$ cat config.mk
export PLATFORM = sky130hd
export DESIGN_NAME = phase_timer_ctrl_flat
export DESIGN_NICKNAME = d
export VERILOG_FILES = /design/src/rtl/phase_timer_if.sv /design/src/rtl/phase_timer_ctrl.sv /design/src/flat_wrapper.sv
export SDC_FILE = /design/constraint.sdc
export NUM_CORES = 1
export LEC_CHECK = 0
export CAP_MARGIN = 20
export CELL_PAD_IN_SITES_DETAIL_PLACEMENT = 0
export CELL_PAD_IN_SITES_GLOBAL_PLACEMENT = 1
export CORE_AREA = 2 2 79 81
export DETAILED_ROUTE_END_ITERATION = 8
export DIE_AREA = 0 0 81 83
export PLACE_DENSITY = 0.78
export SYNTH_ARGS = -nofsm -noshare
export SYNTH_HDL_FRONTEND = slang
export SYNTH_SLANG_ARGS = --single-unit
export TNS_END_PERCENT = 100
$ cat constraint.sdc
create_clock -name clk -period 2.98 [get_ports clk]
set_input_delay 0.894 -clock clk [delete_from_list [all_inputs] [get_ports clk]]
set_output_delay 0.894 -clock clk [all_outputs]
set_load 0.02 [all_outputs]
$ cat src/rtl/phase_timer_if.sv
// Handshake and status bundle between the light FSM and the phase timer.
// Combinational bundle, no latency of its own.
// No backpressure: the FSM holds start_req until fb acknowledges it.
interface phase_timer_if #(
  parameter int CW = 5
);
  logic          start_req;
  logic          hold;
  logic          disp_sel;
  logic          fb;
  logic          t_short;
  logic          t_long;
  logic          tick;
  logic          busy;
  logic [CW-1:0] elapsed;
  logic [CW-1:0] remain;

  // Light FSM side
  modport master (
    output start_req, hold, disp_sel,
    input  fb, t_short, t_long, tick, busy, elapsed, remain
  );

  // Timer side
  modport slave (
    input  start_req, hold, disp_sel,
    output fb, t_short, t_long, tick, busy, elapsed, remain
  );
endinterface

$ cat src/rtl/phase_timer_ctrl.sv
// Shared 1 Hz phase timer: restarts on start_req, counts seconds, flags short/long intervals.
// fb one cycle after start_req; elapsed==k from LOAD cycle + k*DIV + 1.
// hold freezes the prescaler in RUN; start_req beats a coincident tick.
module phase_timer_ctrl #(
  parameter int DIV     = 50_000_000,
  parameter int SHORT_S = 3,
  parameter int LONG_S  = 30,
  parameter int CW      = 5,
  parameter int PW      = 26
) (
  input  logic          clk,
  input  logic          rst,
  phase_timer_if.slave  bus
);

  typedef enum logic [1:0] {
    S_IDLE    = 2'd0,
    S_LOAD    = 2'd1,
    S_RUN     = 2'd2,
    S_EXPIRED = 2'd3
  } state_t;

  localparam logic [CW-1:0] SHORT_C   = CW'(SHORT_S);
  localparam logic [CW-1:0] LONG_C    = CW'(LONG_S);
  localparam logic [PW-1:0] PRESC_TOP = PW'(DIV - 1);

  state_t        state, state_nxt;
  logic [PW-1:0] presc, presc_nxt;
  logic [CW-1:0] elapsed_q, elapsed_nxt;
  logic [CW-1:0] elapsed_inc;
  logic          t_short_q, t_short_nxt;
  logic          t_long_q, t_long_nxt;
  logic          tick_c;
  logic [CW-1:0] remain_base;

  assign elapsed_inc = elapsed_q + 1'b1;

  // State and counter registers; async active-low reset to quiescent values
  always_ff @(posedge clk or negedge rst) begin
    if (!rst) begin
      state     <= S_IDLE;
      presc     <= '0;
      elapsed_q <= '0;
      t_short_q <= 1'b0;
      t_long_q  <= 1'b0;
    end else begin
      state     <= state_nxt;
      presc     <= presc_nxt;
      elapsed_q <= elapsed_nxt;
      t_short_q <= t_short_nxt;
      t_long_q  <= t_long_nxt;
    end
  end

  // Next-state and counter update; a pending start_req in RUN swallows the tick
  always_comb begin
    state_nxt   = state;
    presc_nxt   = presc;
    elapsed_nxt = elapsed_q;
    t_short_nxt = t_short_q;
    t_long_nxt  = t_long_q;
    tick_c      = 1'b0;
    case (state)
      S_IDLE: begin
        if (bus.start_req) state_nxt = S_LOAD;
      end
      S_LOAD: begin
        presc_nxt   = '0;
        elapsed_nxt = '0;
        t_short_nxt = 1'b0;
        t_long_nxt  = 1'b0;
        state_nxt   = S_RUN;
      end
      S_RUN: begin
        if (bus.start_req) begin
          state_nxt = S_LOAD;
        end else if (!bus.hold) begin
          if (presc == PRESC_TOP) begin
            presc_nxt   = '0;
            tick_c      = 1'b1;
            elapsed_nxt = elapsed_inc;
            t_short_nxt = (elapsed_inc >= SHORT_C);
            t_long_nxt  = (elapsed_inc >= LONG_C);
            if (elapsed_inc >= LONG_C) state_nxt = S_EXPIRED;
          end else begin
            presc_nxt = presc + 1'b1;
          end
        end
      end
      S_EXPIRED: begin
        if (bus.start_req) state_nxt = S_LOAD;
      end
      default: state_nxt = S_IDLE;
    endcase
  end

  // Display value: distance to the selected threshold, clamped at zero
  always_comb begin
    remain_base = bus.disp_sel ? SHORT_C : LONG_C;
    bus.remain  = (elapsed_q >= remain_base) ? '0 : (remain_base - elapsed_q);
  end

  assign bus.fb      = (state == S_LOAD);
  assign bus.busy    = (state == S_LOAD) || (state == S_RUN);
  assign bus.tick    = tick_c;
  assign bus.t_short = t_short_q;
  assign bus.t_long  = t_long_q;
  assign bus.elapsed = elapsed_q;

endmodule

$ cat src/flat_wrapper.sv
// flat-port wrapper written by rule: the top's interface ports become plain ports
module phase_timer_ctrl_flat 
#(
  parameter int DIV     = 50_000_000,
  parameter int SHORT_S = 3,
  parameter int LONG_S  = 30,
  parameter int CW      = 5,
  parameter int PW      = 26
)
  (clk, rst, bus_start_req, bus_hold, bus_disp_sel, bus_fb, bus_t_short, bus_t_long, bus_tick, bus_busy, bus_elapsed, bus_remain);
  phase_timer_if #(.CW(CW)) bus_i ();
  input  logic clk;
  input  logic rst;
  input wire logic [$bits(bus_i.start_req)-1:0] bus_start_req;
  input wire logic [$bits(bus_i.hold)-1:0] bus_hold;
  input wire logic [$bits(bus_i.disp_sel)-1:0] bus_disp_sel;
  output wire logic [$bits(bus_i.fb)-1:0] bus_fb;
  output wire logic [$bits(bus_i.t_short)-1:0] bus_t_short;
  output wire logic [$bits(bus_i.t_long)-1:0] bus_t_long;
  output wire logic [$bits(bus_i.tick)-1:0] bus_tick;
  output wire logic [$bits(bus_i.busy)-1:0] bus_busy;
  output wire logic [$bits(bus_i.elapsed)-1:0] bus_elapsed;
  output wire logic [$bits(bus_i.remain)-1:0] bus_remain;
  assign bus_i.start_req = bus_start_req;
  assign bus_i.hold = bus_hold;
  assign bus_i.disp_sel = bus_disp_sel;
  assign bus_fb = bus_i.fb;
  assign bus_t_short = bus_i.t_short;
  assign bus_t_long = bus_i.t_long;
  assign bus_tick = bus_i.tick;
  assign bus_busy = bus_i.busy;
  assign bus_elapsed = bus_i.elapsed;
  assign bus_remain = bus_i.remain;
  phase_timer_ctrl #(.DIV(DIV), .SHORT_S(SHORT_S), .LONG_S(LONG_S), .CW(CW), .PW(PW)) u_core (.clk(clk), .rst(rst), .bus(bus_i));
endmodule
======== Yosys cells after proc, flatten, opt, wreduce, memory -nomap -nowiden ========
Index checks and enable logic that the tools add are counted.
storage, ports and cells
  output and inout bits ................... 15
  flip-flop bits (word level) ............. 35
  word-level logic and storage cells ...... 57
  bits of input ports ..................... 5
cells by class
  magnitude comparators ................... 3
  reduce and logical (&&, ||, !) cells .... 7
  eq/ne operators ......................... 11
  muxes and demuxes ....................... 28
  add/sub/neg operators ................... 3
operators with widths
  cell                                                                                 count
  26-bit 2-to-1 mux                                                                    3
  26-bit case mux with 2 select lines                                                  1
  26-bit by 1-bit adder with 26-bit output, second input constant                      1
  26-bit equality test, second input constant                                          1
  5-bit 2-to-1 mux                                                                     5
  1-bit 2-to-1 mux                                                                     10
  2-bit 2-to-1 mux                                                                     5
  5-bit case mux with 2 select lines                                                   1
  4-bit AND reduction                                                                  2
  3-bit by 2-bit != test with 1-bit output, second input constant                      2
  2-bit case mux with 3 select lines                                                   1
  5-bit by 1-bit adder with 5-bit output, second input constant                        1
  5-bit by 2-bit greater-or-equal comparator with 1-bit output, second input constant  1
  5-bit greater-or-equal comparator                                                    1
  5-bit greater-or-equal comparator, second input constant                             1
  5-bit subtractor                                                                     1
  2-bit equality test, second input constant                                           2
  2-bit by 1-bit != test with 1-bit output, second input constant                      2
  2-bit != test, second input constant                                                 2
  1-bit case mux with 2 select lines                                                   2
  3-bit != test, second input constant                                                 1
  3-bit AND reduction                                                                  1
  2-bit by 1-bit equality test with 1-bit output, second input constant                1
  2-bit logical NOT                                                                    1
  other kinds (3)                                                                      3

======== Longest topological paths before layout ========
Gate-level depths: netlist of run 1.
  word-level depth ........................ 7
  depth in mapped cells ................... 9
  depth with buffers taken out ............ 8

======== Least setup slack after synthesis of run 1 ========
No wires, ideal clock.
  kind .................................... in2out
  start point ............................. input port bus_disp_sel
  end point ............................... output port bus_remain[3]
  stages .................................. 7
  arrival ................................. 2.390 ns
  buffers on the path ..................... 0
  data required time ...................... 2.086 ns
  path slack .............................. -0.304 ns
  cell sequence ........................... inv_1 ha_1 a21boi_0 o21a_1 o21a_1 o22ai_1 nor3_1
between the ends
  word-level cells in the longest chain between the ends .. 3
ends and longest elaborated chain
  element                                                                line                     RTL
  start, declared                                                        flat_wrapper.sv:16       input wire logic [$bits(bus_i.disp_sel)-1:0] bus_disp_sel;
  5-bit 2-to-1 mux *                                                     phase_timer_ctrl.sv:99   remain_base = bus.disp_sel ? SHORT_C : LONG_C;
  5-bit subtractor or 5-bit greater-or-equal comparator (tied branches)  phase_timer_ctrl.sv:100  bus.remain = (elapsed_q >= remain_base) ? '0 : (remain_base - elapsed_q);
  5-bit 2-to-1 mux *                                                     phase_timer_ctrl.sv:100
  end, declared                                                          flat_wrapper.sv:23       output wire logic [$bits(bus_i.remain)-1:0] bus_remain;
Mark *: on every way between the ends. The rest lies on a longest branch, timed or not.

======== Final worst setup path of run 1 ========
  start point ............................. input port bus_disp_sel
  end point ............................... output port bus_remain[0]
The elaborated chain is that of the path after synthesis.

==> impl_metrics.toml, run 1 <==
[grt]
met3_usage = 0.03587
grt-ovfl-total = 0
grtUsageTotal = 0.1829
grt_pass1_vias = 2074
grt_pass1_wl_um = 9673
top_usage_layer = "met2"
grt_use_met2 = 0.2953
antenna_found_initial = 0
grt_max_degree = 36
use_met1 = 0.2479

[sta]
fin_worst_skew_ps = 8.024
tightest_slew_ps = 803.0
setup_slack_ps = -215.8
finalCritPeriodShare = 1.072
hold_viol = 0
setup_viol = 5
rsz0062_at_grt = "true"
drv_slew = 0
fmax_ghz = 0.3129
maxSlewHeadroom = 0.4646
fin_crit_ps = 3196
tns_ps = -1062

[power]
power_w = 0.001436
power-per-cell-area_mw_per_mm2 = 461.4
irDropWorstVdd_mv = 0.5396
leakagePower_nw = 1.377

[cells_and_area]
fillers = 550
final_cell_mix = "buf_4 (54), dfrtp_1 (35), nor2_1 (31), nand2_1 (21), xnor2_1 (16)"
final_common_cell = "buf_4"
postLayoutCellArea_mm2 = 0.003112
post-route-util = 0.5351
drive_gt1_frac = 0.2817
area_growth_pct = 37.71
finish.net_count = 339
num_antenna_cells = 0

[job]
cap_violations = 0

[worst_setup_path]
r2r-start = "u_core.presc[18]"
slowest_delay_ps = 220
cp-startpoint = "bus_disp_sel"
crit_top_cell = "o21a_1"
cp_data_arrival_time_ps = 2300
endpoint_kind = "output port"
path_max_fanout = 3
required_ps = 2090
start_kind = "input port"
crit_slowest_cell = "o22ai_4"
path_cells = "buf_8 > inv_6 > ha_4 > a21boi_4 > o21a_1 > o21a_1 > o22ai_4 > buf_12 > nor2_2 > buf_6"
worstSetupPathType = "in2out"

[synthesis]
synth_flop_cell = "dfrtp_1"
syn_area_mm2 = 0.002260
netlist_instances = 250
synthArstFlopShare = 1.000
yosysWarnings = 0
syn_nets = 267
ys_seq_area_frac = 0.3876
ys_ff_latch = 35
yosys.cell_types.count = 47
synth_edf_count = 0
avgSynthCellArea_um2 = 9.039

[clock_network]
cts.sinks = 35
cts_max_path_buffers = 2
cts-htree-levels = 2
clk_latency_ps = 290
cts_tree = "yes"
path_clk_slew_ps = 70
clockRootBuffer = "clkbuf_8"
numCtsBuffers = 5

[placement]
gp_congestion = 0.8492
dp_slack_ps = -1085
dp_hpwl_um = 4193
place_area_mm2 = 0.002914
io_buffers = 19

[status]
violations = "negative setup slack"
status = "finished, violations left"

[die]
boundaryPins = 20
die_h_um = 83
dieWidth_um = 81
rows = 28
core_area_mm2 = 0.005816
start_util = 0.3886
die-area_mm2 = 0.006723

[drt]
drtPass1Iterations = 8
routedWlPerCell_um = 14.20
routed_via_density = 5.191
drt_iter0_markers = 79
drc = 0
ant_nets = 0
drt-total-wl_um = 5651
vias = 2066

[hold_path]
min-delay-start = "u_core.bus.t_long"
hold_class = "reg2reg"
-- registers in the layout (all words and copies together) (netlist names) --
name / cells
u_core.presc: 26
u_core.bus.elapsed: 5
u_core.state: 2
u_core.bus.t_long: 1
u_core.bus.t_short: 1
-- critical path, delay by kind of cell --
family	cells	cell delay (ps)
and+or+nand+nor	1	40
AOI/OAI and AO/OA	4	760
buffers and inverters	4	420
adders and majority gates	1	190
-- metal layers --
| layer | vias up | share of wire |
|---|---|---|
| li1 | 1034 | - |
| met1 | 977 | 0.45 |
| met2 | 47 | 0.49 |
| met3 | 8 | 0.038 |
| met4 | 0 | 0.014 |
| met5 | - | 0 |
-- layout make-up --
cell class | instances | area [µm²] | area share
repair buffers | 75 | 628.1 | 0.2018
clock buffers | 6 | 72.57 | 0.02332
multi-input cells | 191 | 1368 | 0.4395
well taps | 75 | 93.84 | 0.03016
inverters | 14 | 61.31 | 0.01970
clock inverters | 2 | 12.51 | 0.004021
flip-flops and latches | 35 | 875.8 | 0.2815
-- power breakdown --
group / switching (W) / internal (W)
sequential: 0.0000102 / 0.000493
combinational: 0.000368 / 0.000226
clock: 0.000176 / 0.000163
total: 0.000554 / 0.000882
-- kinds of logic (layout without fill, tap and decap cells) --
family,Yosys count,count (layout),share of synthesized area
fa+ha+maj,12,12,0.06644
simple gates,121,121,0.2830
mux,3,3,0.01329
buf+inv,24,97,0.04651
xor+xnor,26,26,0.1008
compound gates,29,29,0.1024
flops,35,35,0.3876
-- Yosys cell counts, types with 2 or more instances --
master    instances  area, µm²
ha_1             12      150.1
nor3_1           10      50.05
xor2_1           10      87.58
a22o_1            2      17.52
nand2_1          21      78.83
o21ai_1           3      15.01
mux2i_1           3      30.03
nand4_1          13      81.33
nor4b_2           2      30.03
and3_1            5      31.28
o21ai_0           2      10.01
o41ai_1           2      17.52
o211ai_1          2      15.01
nand3_1          13      65.06
o21a_1            2      15.01
clkbuf_1          7      26.28
xnor2_1          16      140.1
and2_1            4      25.02
and4_1            4      35.03
a31oi_1           2      12.51
a21o_1            3      22.52
inv_1            13      48.80
buf_4             2      15.01
a32o_1            2      20.02
nor2_1           35      131.4
dfrtp_1          35      875.8
nor4_1            5      31.28
-- worst paths after layout --
path | slack [ps] | cells after the start | end
max reg2reg | 810 | 7 | u_core.bus.t_short
max | -220 | 10 | bus_remain[0]
min | 510 | 1 | u_core.bus.t_long
min in group asynchronous | 690 | 1 | u_core.presc[2]
min reg2reg | 510 | 1 | u_core.bus.t_long
max in group asynchronous | 1780 | 1 | u_core.presc[21]
-- through the flow --
step | cells | hold WS, ps
CTS | 397 | 516.1
global placement | 384 | 482.5
floorplan | 250 | 460.1
detailed placement | 384 | 495.0
finish | 398 | 506.0
global route | 398 | 547.5
-- repair_timing --
| action | CTS | global route |
|---|---|---|
| gates resized for setup | 43 | 8 |
| buffers inserted | 5 | 1 |
| hold buffers | 0 | 0 |
| setup endpoints to repair | 6 | 7 |
| hold endpoints to repair | 0 | 0 |
| pin swaps | 6 | 6 |
No activity file was read; power rests on OpenSTA's default activity.
==> run 2: changes to the inputs <==
- CAP_MARGIN: 20 -> 25
==> results of run 2 <==
Final layout, timing and power as in run 1 (identical DEF).
